===== src/rtl/ob_mem_unloader.sv =====
// rtl/ob_mem_unloader.sv - unloads output-buffer rows and streams each word out as LSB-first beats
module ob_mem_unloader #(
  parameter int WIDTH        = 16,
  parameter int COL          = 4,
  parameter int O_SIZE       = 256,
  parameter int DRIVER_WIDTH = 16
) (
  input  logic                        clk_i,
  input  logic                        rstn_async_i,
  input  logic                        start_i,
  input  logic [$clog2(O_SIZE)-1:0]   base_addr_i,
  input  logic [$clog2(O_SIZE):0]     num_rows_i,
  output logic                        mem_cenb_o,
  output logic                        mem_wenb_o,
  output logic [$clog2(O_SIZE)-1:0]   mem_addr_o,
  input  logic [COL*WIDTH-1:0]        mem_data_i,
  output logic [DRIVER_WIDTH-1:0]     data_o,
  output logic                        valid_o,
  input  logic                        ready_i,
  output logic                        busy_o,
  output logic                        done_o
);

  localparam int AW    = $clog2(O_SIZE);
  localparam int DW    = COL * WIDTH;
  localparam int BEATS = DW / DRIVER_WIDTH;
  localparam int BCW   = (BEATS > 1) ? $clog2(BEATS) : 1;
  localparam logic [AW:0]    ONE_ROW   = 1;
  localparam logic [AW-1:0]  LAST_ADDR = AW'(O_SIZE - 1);
  localparam logic [BCW-1:0] LAST_BEAT = BCW'(BEATS - 1);

  typedef enum logic [2:0] {
    S_IDLE,
    S_READ,
    S_WAIT,
    S_SEND,
    S_DONE
  } state_t;

  state_t         state_q, state_d;
  logic [AW-1:0]  addr_q;
  logic [AW:0]    rows_q;
  logic [BCW-1:0] beat_q;
  logic [DW-1:0]  shift_q;
  logic           accept;
  logic           last_beat;

  assign accept    = (state_q == S_SEND) && ready_i;
  assign last_beat = (beat_q == LAST_BEAT);

  always_ff @(posedge clk_i or negedge rstn_async_i) begin
    if (!rstn_async_i) begin
      state_q <= S_IDLE;
    end else begin
      state_q <= state_d;
    end
  end

  always_comb begin
    state_d = state_q;
    case (state_q)
      S_IDLE: begin
        if (start_i) begin
          state_d = (num_rows_i == '0) ? S_DONE : S_READ;
        end
      end
      S_READ: state_d = S_WAIT;
      S_WAIT: state_d = S_SEND;
      S_SEND: begin
        if (accept && last_beat) begin
          state_d = (rows_q == ONE_ROW) ? S_DONE : S_READ;
        end
      end
      S_DONE:  state_d = S_IDLE;
      default: state_d = S_IDLE;
    endcase
  end

  // Config is only latched in IDLE, so a start pulse mid-run cannot disturb it.
  always_ff @(posedge clk_i or negedge rstn_async_i) begin
    if (!rstn_async_i) begin
      addr_q  <= '0;
      rows_q  <= '0;
      beat_q  <= '0;
      shift_q <= '0;
    end else begin
      case (state_q)
        S_IDLE: begin
          if (start_i) begin
            addr_q <= base_addr_i;
            rows_q <= num_rows_i;
          end
        end
        S_WAIT: begin
          shift_q <= mem_data_i;
          beat_q  <= '0;
        end
        S_SEND: begin
          if (ready_i) begin
            shift_q <= shift_q >> DRIVER_WIDTH;
            beat_q  <= beat_q + BCW'(1);
            if (last_beat) begin
              addr_q <= (addr_q == LAST_ADDR) ? '0 : addr_q + AW'(1);
              rows_q <= rows_q - ONE_ROW;
            end
          end
        end
        default: ;
      endcase
    end
  end

  // Outputs decode straight from registers so reset reaches them without a clock.
  assign mem_cenb_o = (state_q != S_READ);
  assign mem_wenb_o = 1'b1;
  assign mem_addr_o = addr_q;
  assign data_o     = shift_q[DRIVER_WIDTH-1:0];
  assign valid_o    = (state_q == S_SEND);
  assign busy_o     = (state_q != S_IDLE);
  assign done_o     = (state_q == S_DONE);

endmodule


===== config.mk =====
export PLATFORM = sky130hd
export DESIGN_NAME = ob_mem_unloader
export DESIGN_NICKNAME = d
export VERILOG_FILES = /design/src/rtl/ob_mem_unloader.sv
export SDC_FILE = /design/constraint.sdc
export NUM_CORES = 1
export LEC_CHECK = 0
export CORE_MARGIN = 3
export CORE_UTILIZATION = 37
export DETAILED_ROUTE_END_ITERATION = 6
export GPL_ROUTABILITY_DRIVEN = 0
export PLACE_DENSITY = 0.6
export SLEW_MARGIN = 15
export SYNTH_ARGS = -nofsm -noshare
export SYNTH_HDL_FRONTEND = slang
export SYNTH_SLANG_ARGS = --single-unit

===== constraint.sdc =====
create_clock -name clk_i -period 2.07 [get_ports clk_i]
set_input_delay 0.414 -clock clk_i [delete_from_list [all_inputs] [get_ports clk_i]]
set_output_delay 0.414 -clock clk_i [all_outputs]
set_load 0.05 [all_outputs]

==> impl_metrics.ini, run 1 <==
[die]
initial_core_util_pct = 38.8
num_rows = 38
fp.dieArea_sq_um = 12900
die_y_microns = 114
num_io_pins = 114
dieWidth_microns = 114
core_sq_um = 11100

[critical_path]
critical_path_class = flop to output port
reg2reg_slack_ps = 270
cp_num_buf_inv = 1
crit_fanout = 6
worstReg2RegEnd = rows_q[6]
cp_cell_sequence = clkdlybuf4s50_1
crit_family = buffers and inverters
r2r-start = rows_q[0]
crit_path_start_kind = flop
critPathCaptureType = output port
cp-startpoint = mem_addr_o[5]
critPathSlowestCell = clkdlybuf4s50_1
reg2regPathDepth = 6
required_ps = 1660
max_stage_delay_ps = 830
arrival_ps = 1590

[clock_tree]
cts_tree = done
clock_latency_ps = 330
clock_path_buffers = 2
cts_hold_buffers = 0
cts-htree-levels = 3
cts-root-buf = clkbuf_16
numCtsBuffers = 9
clk_pin_slew_ps = 60
cts.sinks = 86

[pwr]
worst_ir_drop_vdd_mv = 0.667
p_leak_nw = 2.70
totalPowerFinal_mw = 7.87
p_per_area_nw_per_um2 = 1350

[layout]
fin_cells = 663
layout-drive-gt1-share_pct = 8.03
post-route-util_pct = 52.6
final_common_cell = clkdlybuf4s50_1
antennaDiodeCount = 0
final_cell_mix = 105 x clkdlybuf4s50_1, 86 x dfrtp_1, 66 x nand2_1
syn_to_final_growth_pct = 35.6
nets = 608

[synth]
syn-num-nets = 515
ys.flop_type = dfrtp_1
synth_edf_count = 0
ys_ff_latch = 86
synth_area_sq_um = 4300
synth_cell_types = 46
synthArstFlopShare_pct = 100
syn_avg_cell_area_sq_um = 10.1
syn_inst = 426
yosysSeqAreaShare_pct = 50.1
yosysWarnings = 0

[global_route]
antenna_found_initial = 0
grt_pass1_vias = 3376
use_met3_pct = 2.23
grtUsageTotal_pct = 16.2
grt.met2_usage_pct = 24.4
grt_pass1_wl_microns = 16700
grt_overflow = 0
top_usage_layer = met2
grtUsageMet1_pct = 23.8
grt_start_max_net_pins = 75

[sta]
hold_viol_final = 0
rsz0062_at_grt = no
max_freq_mhz = 499
tns_ps = 0
final.min_clock_period_ps = 2010
maxSlewHeadroom_pct = 62.9
setup_viol = 0
tightest_slew_ps = 552
fin_crit_sh_pct = 96.9
whs_ps = 39.9
maxSlewViolCount = 0
skew_ps = 7.06

[placement]
dp_hpwl_microns = 7490
dp.cells = 648
numPortBuffers = 112

[drt]
drtIter0Drc = 173
routed_wl_microns = 10200
post_drt_wl_per_cell_microns = 15.4
vias = 3343
ant_nets = 0
dr.pass1.iters = 5
drc = 0
vias_per_cell = 5.04

[job]
maxCapViolations = 0

[status]
status = complete, no violations

[min_path]
hp-class = primary input to asynchronous set/reset pin
-- how the worst max path moves through the flow --
stage / endpoint / slack [ps] / cells after the start
final: mem_addr_o[5] / 60 / 1
after global routing: mem_addr_o[5] / 0.6 / 1
after global placement: rows_q[0] / 20 / 6
after floorplan: mem_addr_o[3] / 320 / 5
after detailed placement: rows_q[6] / -10 / 5
after CTS: mem_addr_o[2] / 10 / 1
-- cell families (layout without fill, tap and decap cells) --
group | after synthesis | count (layout) | synth area share, %
simple gates | 112 | 112 | 11.7
mux | 49 | 49 | 11.4
fa+ha+maj | 4 | 4 | 1.16
compound gates | 122 | 122 | 18.1
buf+inv | 52 | 149 | 7.48
other cells | 1 | 1 | 0.0872
flops | 86 | 86 | 50.1
-- routing by layer --
metal	vias up	part of all wire, %	wire length [microns]
li1	1683	-	-
met4	0	1.1	110
met5	-	0	0
met2	86	46	4680
met3	8	4.8	488
met1	1566	48	4930
-- synth_stat cells (2+ instances only) --
cell | n | area [sq um]
nand3b_1 | 2 | 15.0
nand3_1 | 7 | 35.0
nor3b_1 | 3 | 22.5
o32ai_1 | 2 | 17.5
nand2_1 | 66 | 248
a22oi_1 | 3 | 22.5
clkbuf_1 | 9 | 33.8
nor4_1 | 3 | 18.8
a22o_1 | 16 | 140
o21ai_0 | 64 | 320
nor3_1 | 5 | 25.0
o2bb2ai_1 | 3 | 26.3
a21oi_1 | 15 | 75.1
ha_1 | 4 | 50.1
o21ai_1 | 3 | 15.0
a21o_1 | 2 | 15.0
nor2b_1 | 2 | 12.5
buf_2 | 7 | 35.0
nand4_1 | 4 | 25.0
a2bb2oi_1 | 2 | 17.5
inv_1 | 7 | 26.3
buf_6 | 4 | 45.0
dfrtp_1 | 86 | 2150
mux2i_1 | 49 | 490
buf_4 | 23 | 173
nor2_1 | 13 | 48.8
a31oi_1 | 3 | 18.8
-- area by class of cell --
class | count | area (sq um)
clock buffers | 9 | 225
clock inverters | 6 | 92.6
multi-input cells | 288 | 1830
fillers | 1061 | 5250
repair buffers | 126 | 1320
flip-flops and latches | 86 | 2150
well taps | 140 | 175
inverters | 8 | 31.3
-- power by group --
group	switching [mW]	leakage (nW)	internal [mW]
sequential	0.421	1.13	2.22
combinational	2.05	1.43	1.47
clock	0.662	0.149	1.06
total	3.13	2.70	4.74
-- flip-flops by register name, summed over array words and instances, names as in the netlist --
register	count
shift_q	64
rows_q	9
mem_addr_o	8
state_q	3
beat_q	2
-- metrics by stage --
stage	cell area [sq um]	worst slack, ps
6_report	5830	64.4
5_1_grt	5830	0.631
4_1_cts	5820	14.5
3_5_place_dp	5510	-14.0
3_3_place_gp	5510	15.9
2_1_floorplan	4300	321
-- what timing repair did --
item / in CTS / in global routing
gates resized for setup: 0 / 2
endpoints found under the hold margin: 0 / 0
buffers inserted: 0 / 0
endpoints found under the setup margin: 0 / 2
Power figures use the tool's default switching activity.
==> run 2: changes to the inputs <==
Settings changed: RECOVER_POWER set to 50.
Clock period 2.07 ns to 2.1 ns, I/O delays scaled along.
==> run 2 against run 1 <==
Net effect:
- clock skew grew 3.4 ps
- register-to-register slack lost 40 ps
- sequential power shrank 2%
- hold slack gained 170 ps
- design area shrank 0.84%
- wire length shrank 0.92%
- cell count grew 0.30%
- combinational power shrank 4%
- utilization shrank 0.44 points
- critical path type unchanged
- largest power group unchanged
- highest routed layer unchanged
==> impl_metrics.ini, run 2 (synthesis gave the netlist of run 1 again) <==
[status]
status = complete, no violations

[die]
num_rows = 38
fp.dieArea_sq_um = 12900
die_y_microns = 114
dieWidth_microns = 114
initial_core_util_pct = 38.8
core_sq_um = 11100
num_io_pins = 114

[job]
maxCapViolations = 0

[placement]
numPortBuffers = 112
dp_hpwl_microns = 7510
post_dp_cell_area_sq_um = 5480

[critical_path]
crit_fanout = 7
crit_path_start_kind = flop
max_stage_delay_ps = 840
arrival_ps = 1620
crit_family = buffers and inverters
critical_path_class = flop to output port
cp_num_buf_inv = 1
critPathCaptureType = output port
worstReg2RegEnd = shift_q[22]
reg2regPathDepth = 5
reg2reg_slack_ps = 230
required_ps = 1680
critPathSlowestCell = clkdlybuf4s50_1
cp_cell_sequence = clkdlybuf4s50_1
r2r-start = state_q[2]

[layout]
syn_to_final_growth_pct = 34.4
layout-drive-gt1-share_pct = 7.62
largest_reg_flops = 64
antennaDiodeCount = 0
final_common_cell = clkdlybuf4s50_1
top_register = shift_q
register_area_sq_um = 2150
fillCellCount = 1053
multi_input_area_sq_um = 1830
nets = 609
fin_area_sq_um = 5780
final_cell_mix = 105 x clkdlybuf4s50_1, 86 x dfrtp_1, 66 x nand2_1

[drt]
post_drt_wl_per_cell_microns = 15.2
vias = 3315
drc = 0
ant_nets = 0
dr.pass1.iters = 4
vias_per_cell = 4.98
routed_wl_microns = 10100
drtIter0Drc = 123

[pwr]
p_leak_nw = 2.68
worst_ir_drop_vdd_mv = 0.667
p_per_area_nw_per_um2 = 1340
totalPowerFinal_mw = 7.77

[sta]
tightest_slew_ps = 957
skew_ps = 10.5
hold_viol_final = 0
fin_crit_sh_pct = 97.0
max_freq_mhz = 491
maxSlewHeadroom_pct = 36.2
setup_viol = 0
whs_ps = 212
final.min_clock_period_ps = 2040
rsz0062_at_grt = no
maxSlewViolCount = 0

[clock_tree]
numCtsBuffers = 9
clock_latency_ps = 330
cts-root-buf = clkbuf_16
clk_pin_slew_ps = 70
cts.sinks = 86
cts-htree-levels = 3
cts_hold_buffers = 0
clock_path_buffers = 2
cts_tree = done

[global_route]
grt_start_max_net_pins = 75
grt_overflow = 0
grt_pass1_wl_microns = 16700
grt_pass1_vias = 3302
antenna_found_initial = 0
grtUsageTotal_pct = 16.0

[min_path]
hp-class = primary input to asynchronous set/reset pin
## run 2: cell count changes in the layout (fill, tap and decap cells not counted), sizes merged
| cell | before | now |
|---|---|---|
| clkbuf | 9 | 15 |
| inv | 9 | 8 |
| buf | 19 | 16 |
| dlymetal6s2s | 2 | 1 |
| bufinv | 2 | 3 |
| dlygate4sd3 | 0 | 1 |
| clkinvlp | 2 | 1 |
## run 2: worst max-delay path by stage
stage                    end  depth (start not counted)  slack [ps]          start
2_1_floorplan  mem_addr_o[3]                          5         350  mem_addr_o[0]
3_3_place_gp   mem_addr_o[3]                          5         -20        start_i
3_5_place_dp       rows_q[4]                          6        -100        start_i
4_1_cts        mem_addr_o[5]                          1          50  mem_addr_o[5]
5_1_grt        mem_addr_o[2]                          1         0.2  mem_addr_o[2]
6_report       mem_addr_o[2]                          1          60  mem_addr_o[2]
## run 2: per-stage QoR
step                      std cells  setup slack, ps  setup TNS (ps)  util [%]
after global placement          649            -19.5           -36.3      49.4
after CTS                       665             52.2               0      52.5
after detailed placement        649            -95.4            -343      49.4
after floorplan                 426              351               0         -
final                           665             63.7               0      52.2
after global routing            665            0.248               0      52.2
## run 2: power by group
part	internal, mW	switching, mW
clock network	1.17	0.631
logic	1.37	2.00
registers	2.18	0.412
## run 2: final cells by class
type | instances | share of cell area [%]
Clock buffer | 11 | 4.03
Clock inverter | 5 | 1.84
Inverter | 8 | 0.541
Multi-Input combinational cell | 288 | 31.7
Sequential cell | 86 | 37.2
Tap cell | 140 | 3.03
Timing Repair Buffer | 127 | 21.6
## run 2: layer usage
| metal | share of wire (%) | up-vias | global-route usage [%] |
|---|---|---|---|
| met5 | 0 | - | 0 |
| met1 | 50 | 1549 | 24.6 |
| li1 | - | 1680 | - |
| met4 | 1.2 | 0 | 5.15 |
| met3 | 3.8 | 9 | 2.55 |
| met2 | 45 | 77 | 23.2 |
## run 2: repair_timing
action	CTS	global route
buffers inserted	0	0
resized for setup	0	1
endpoints found under the setup margin	0	1
==> edit 1 (flow settings as in run 2) <==
Change the parameter `DRIVER_WIDTH` from 16 to 32.
--- a/src/rtl/ob_mem_unloader.sv
+++ b/src/rtl/ob_mem_unloader.sv
@@ -3,7 +3,7 @@
   parameter int WIDTH        = 16,
   parameter int COL          = 4,
   parameter int O_SIZE       = 256,
-  parameter int DRIVER_WIDTH = 16
+  parameter int DRIVER_WIDTH = 32
 ) (
   input  logic                        clk_i,
   input  logic                        rstn_async_i,
Interface: changed (resized data_o); port bits go from 114 to 130. No check against the original RTL was run, so the function may have changed too.
==> edit 1 against run 2 <==
Worst setup slack barely moved. Sequential cell count is 1 lower. Area after synthesis down 2.9%. Synthesized cell count decreased by 5.2%. Routed wire length grew 2.7%. Design area shrank 2.0%. First-iteration DRC count rose by 59%. Power increased by 20%. Worst hold slack got worse by 0.0081 ns.
==> edit 1: results (changes against run 2) <==
metric;value;unit;change
Synthesized Nets;492;;-4.5%
family with the most delay on the worst path;buffers and inverters;;
Seq/Total Area, Yosys;51.0;%;+0.90 points
CTS resizes;0;;unchanged
R2R Path Start;state_q[0];;
Pre-antenna DRT Iters;5;;+1
outcome;finished clean;;
number of flip-flops under the largest register name;64;;unchanged
fin nets;586;;-3.8%
Vias/cell;5.10;;+2.3%
Vias;3280;;-1.1%
hpwl dp;7440;microns;-0.86%
Synth async-reset ratio;100;%;unchanged
Met1 Wirelength;4630;microns;-8.6%
worst skew pair latency;0.33;ns;about the same
initial DRC count;195;;+59%
Top FF cell, synth;dfrtp_1;;
ratio of cells with drive above 1 in the final layout;7.55;%;-0.064 points
Synth cell types;41;;-11%
diodes inserted;0;;unchanged
Critical Path AT;1.62;ns;about the same
Die ar.;0.0126;sq mm;-2.8%
met2 routed WL;5090;microns;+12%
CP max stage delay;0.85;ns;
Max Clock Skew;0.00963;ns;-0.000861 ns
WL met3;470;microns;+22%
worst slew pin tran;0.927;ns;-0.0307 ns
crit path max fanout;6;;-1
FF-to-FF path depth;4;;-1
RR Endpoint;rows_q[1];;
H-tree levels;3;;unchanged
most frequent cells after synthesis;dfrtp_1, nand2_1, o21ai_0;;
number of global-route vias before repair;3212;;-2.7%
peak supply drop;730;uV;+9.4%
drt wl/cell;16.2;microns;+6.2%
Post-Synthesis Cells;404;;-5.2%
cts bufs inserted;9;;unchanged
largest net degree at the start of global routing;97;;+29%
Synth warnings;0;;unchanged
slowest cell on the critical path;clkdlybuf4s50_1;;
Reg clk slew, reported paths;0.07;ns;about the same
initial antenna violation count;0;;unchanged
Leakage;2.55;nW;-4.6%
Place WS;-0.0244;ns;+0.0710 ns
top cells by area, synth;dfrtp_1, mux2i_1, a22o_1;;
most flop-heavy register;shift_q;;
clock buffer depth;2;;unchanged
Port Buffers;128;;+14%
Register-to-Register Setup Slack;0.27;ns;+0.04 ns
Placed Instances;627;;-3.4%
GRT Util Overall;16.5;%;+0.42 points
global-route wire length before repair;16800;microns;+0.45%
edit 1: how the worst max path moves through the flow:
stage	end	from	slack, ns
3_5_place_dp	mem_addr_o[1]	start_i	-0.02
6_report	mem_addr_o[3]	mem_addr_o[3]	0.06
4_1_cts	mem_addr_o[2]	mem_addr_o[2]	0.04
5_1_grt	mem_addr_o[5]	mem_addr_o[5]	0.006
2_1_floorplan	done_o	state_q[2]	0.08
3_3_place_gp	mem_addr_o[1]	start_i	0.003
edit 1: metal layers:
metal  global-route usage, %  vias up
met5                       0        -
met4                    5.93        0
met3                    3.29       13
met2                    26.4       82
met1                    22.3     1586
li1                        -     1599
edit 1: cell families (layout without fill, tap and decap cells):
family | after synthesis | in the layout | synth area share (%)
muxes | 33 | 33 | 7.91
buffers and inverters | 67 | 166 | 10.5
other | 1 | 1 | 0.0898
adders and majority gates | 3 | 3 | 0.899
and+or+nand+nor | 98 | 98 | 10.7
AOI/OAI and AO/OA | 117 | 117 | 18.9
DFF | 85 | 85 | 51.0
edit 1: per-stage QoR:
stage               cell area [sq um]  hold WS, ns
floorplan                        4170        0.124
global placement                 5390        0.423
detailed placement               5390        0.428
CTS                              5700       0.0708
global route                     5660        0.277
finish                           5660        0.204
edit 1: layout make-up:
cell class                 instances  area, sq um
sequential                        85         2130
timing repair buffer             141         1420
fill                            1030         5270
clock buffer                      10          239
clock inverter                     6         68.8
multi-input combinational        252         1600
tap                              140          175
inverter                           9         33.8
edit 1: where the power goes:
part           internal [W]  switching (W)  total (W)
clock network      0.000962       0.000653    0.00162
registers           0.00237       0.000542    0.00291
logic               0.00191        0.00286    0.00477
edit 1: worst register-to-register path: stages (launching register included):
cell and delay, ns:
dfrtp_1 0.50, or3b_1 0.47, a21o_1 0.40, a211oi_1 0.28
a21oi_1 0.06
==> edit 2 (flow settings as in run 2) <==
Without the edit above. Encoding of `state_t`: now one-hot (5 bits for 5 states).
--- a/src/rtl/ob_mem_unloader.sv
+++ b/src/rtl/ob_mem_unloader.sv
@@ -29,12 +29,12 @@
   localparam logic [AW-1:0]  LAST_ADDR = AW'(O_SIZE - 1);
   localparam logic [BCW-1:0] LAST_BEAT = BCW'(BEATS - 1);
 
-  typedef enum logic [2:0] {
-    S_IDLE,
-    S_READ,
-    S_WAIT,
-    S_SEND,
-    S_DONE
+  typedef enum logic [4:0] {
+    S_IDLE = 5'b00001,
+    S_READ = 5'b00010,
+    S_WAIT = 5'b00100,
+    S_SEND = 5'b01000,
+    S_DONE = 5'b10000
   } state_t;
 
   state_t         state_q, state_d;
Behaviour: same outputs for any inputs over 10 cycles, from zero or initial values and one cycle with rstn_async_i low; not proved beyond that.
==> edit 2 against run 2 <==
Worst setup slack got worse by 0.0023 ns. Power down 3.4%. Fmax fell by 0.11%. Global-route usage grew 0.54 points. Core utilization shrank 1.1 points. Area after synthesis grew 3.0%. Design area up 2.2%. Sequential cell count increased by 2. Via count rose by 2.6%. Routed wire length up 5.3%. Worst hold slack improved by 0.27 ns. Critical path depth unchanged. Sequential power rose by 15%. Critical endpoint is now mem_addr_o[3].
==> edit 2: results (changes against run 2) <==
metric;value;unit;change
outcome;finished clean;;
ratio of cells with drive above 1 in the final layout;8.66;%;+1.0 points
FF-to-FF path depth;6;;+1
Met1 Wirelength;5270;microns;+4.0%
initial antenna violation count;1;;+1
EDFF count, synth;0;;unchanged
Synthesized Nets;522;;+1.4%
global-route wire length before repair;17500;microns;+4.5%
clk pwr;0.00149;W;-17%
GRT Util Overall;16.6;%;+0.54 points
initial DRC count;203;;+65%
complex-gate fraction of the synthesized area;17.1;%;-1.0 points
Place WS;0.162;ns;+0.258 ns
multiplexer area fraction after synthesis;12.0;%;+0.58 points
met2 routed WL;4660;microns;+2.6%
Synth cell types;50;;+8.7%
Leakage;2.43;nW;-9.3%
clock buffer depth;2;;unchanged
# fillers;1070;;+1.6%
Seq/Total Area, Yosys;49.8;%;-0.28 points
average cell area after synthesis;10.2;sq um;+1.3%
WL met3;482;microns;+26%
largest net degree at the start of global routing;61;;-19%
top cells by area, synth;dfrtp_1, mux2i_1, o21ai_0;;
most flop-heavy register;shift_q;;
number of flip-flops under the largest register name;64;;unchanged
Combinational Power;0.00304;W;-9.8%
most frequent cells after synthesis;dfrtp_1, nand2_1, o21ai_0;;
sequential power;0.00298;W;+15%
final wirelength;10600;microns;+5.3%
Hold Slack;0.480;ns;+0.268 ns
hpwl dp;7740;microns;+3.1%
Vias/cell;5.04;;+1.0%
met1 usage;24.7;%;+0.14 points
Adder-Cell Fraction of Synth Area;1.13;%;-0.034 points
peak supply drop;481;uV;-28%
slew margin rel.;58.1;%;+22 points
fin nets;615;;+0.99%
DP Area;0.00563;sq mm;+2.8%
met2 usage;24.2;%;+0.99 points
drt wl/cell;15.8;microns;+3.7%
number of global-route vias before repair;3441;;+4.2%
Max Clock Skew;0.00911;ns;-0.00138 ns
global-route met3 utilization;2.58;%;+0.033 points
HP Class;register to register;;
Placed Instances;657;;+1.2%
internal power;0.00450;W;-4.7%
slowest cell on the critical path;clkdlybuf4s50_1;;
edit 2: timing repair:
action / in CTS / in global routing
endpoints found under the hold margin: 4 / 0
resized for setup: 0 / 3
setup endpoints to repair: 0 / 1
hold buffers: 1 / 0
edit 2: area by class of cell:
type | count | area (sq um) | share of cell area [%]
antenna | 1 | 2.50 | 0.0424
clock buffer | 9 | 225 | 3.81
clock inverter | 7 | 56.3 | 0.953
inverter | 10 | 38.8 | 0.657
multi-input combinational | 290 | 1900 | 32.2
sequential | 88 | 2200 | 37.3
tap | 143 | 179 | 3.03
timing repair buffer | 127 | 1300 | 22.0
edit 2: worst paths after layout:
kind,start,endpoint,slack [ns]
max reg2reg,state_q[1],mem_addr_o[3],0.29
min reg2reg,shift_q[19],shift_q[19],0.48
max in group asynchronous,rstn_async_i,state_q[2],0.32
min in group asynchronous,rstn_async_i,shift_q[2],0.64
max,mem_addr_o[3],mem_addr_o[3],0.06
min,shift_q[19],shift_q[19],0.48
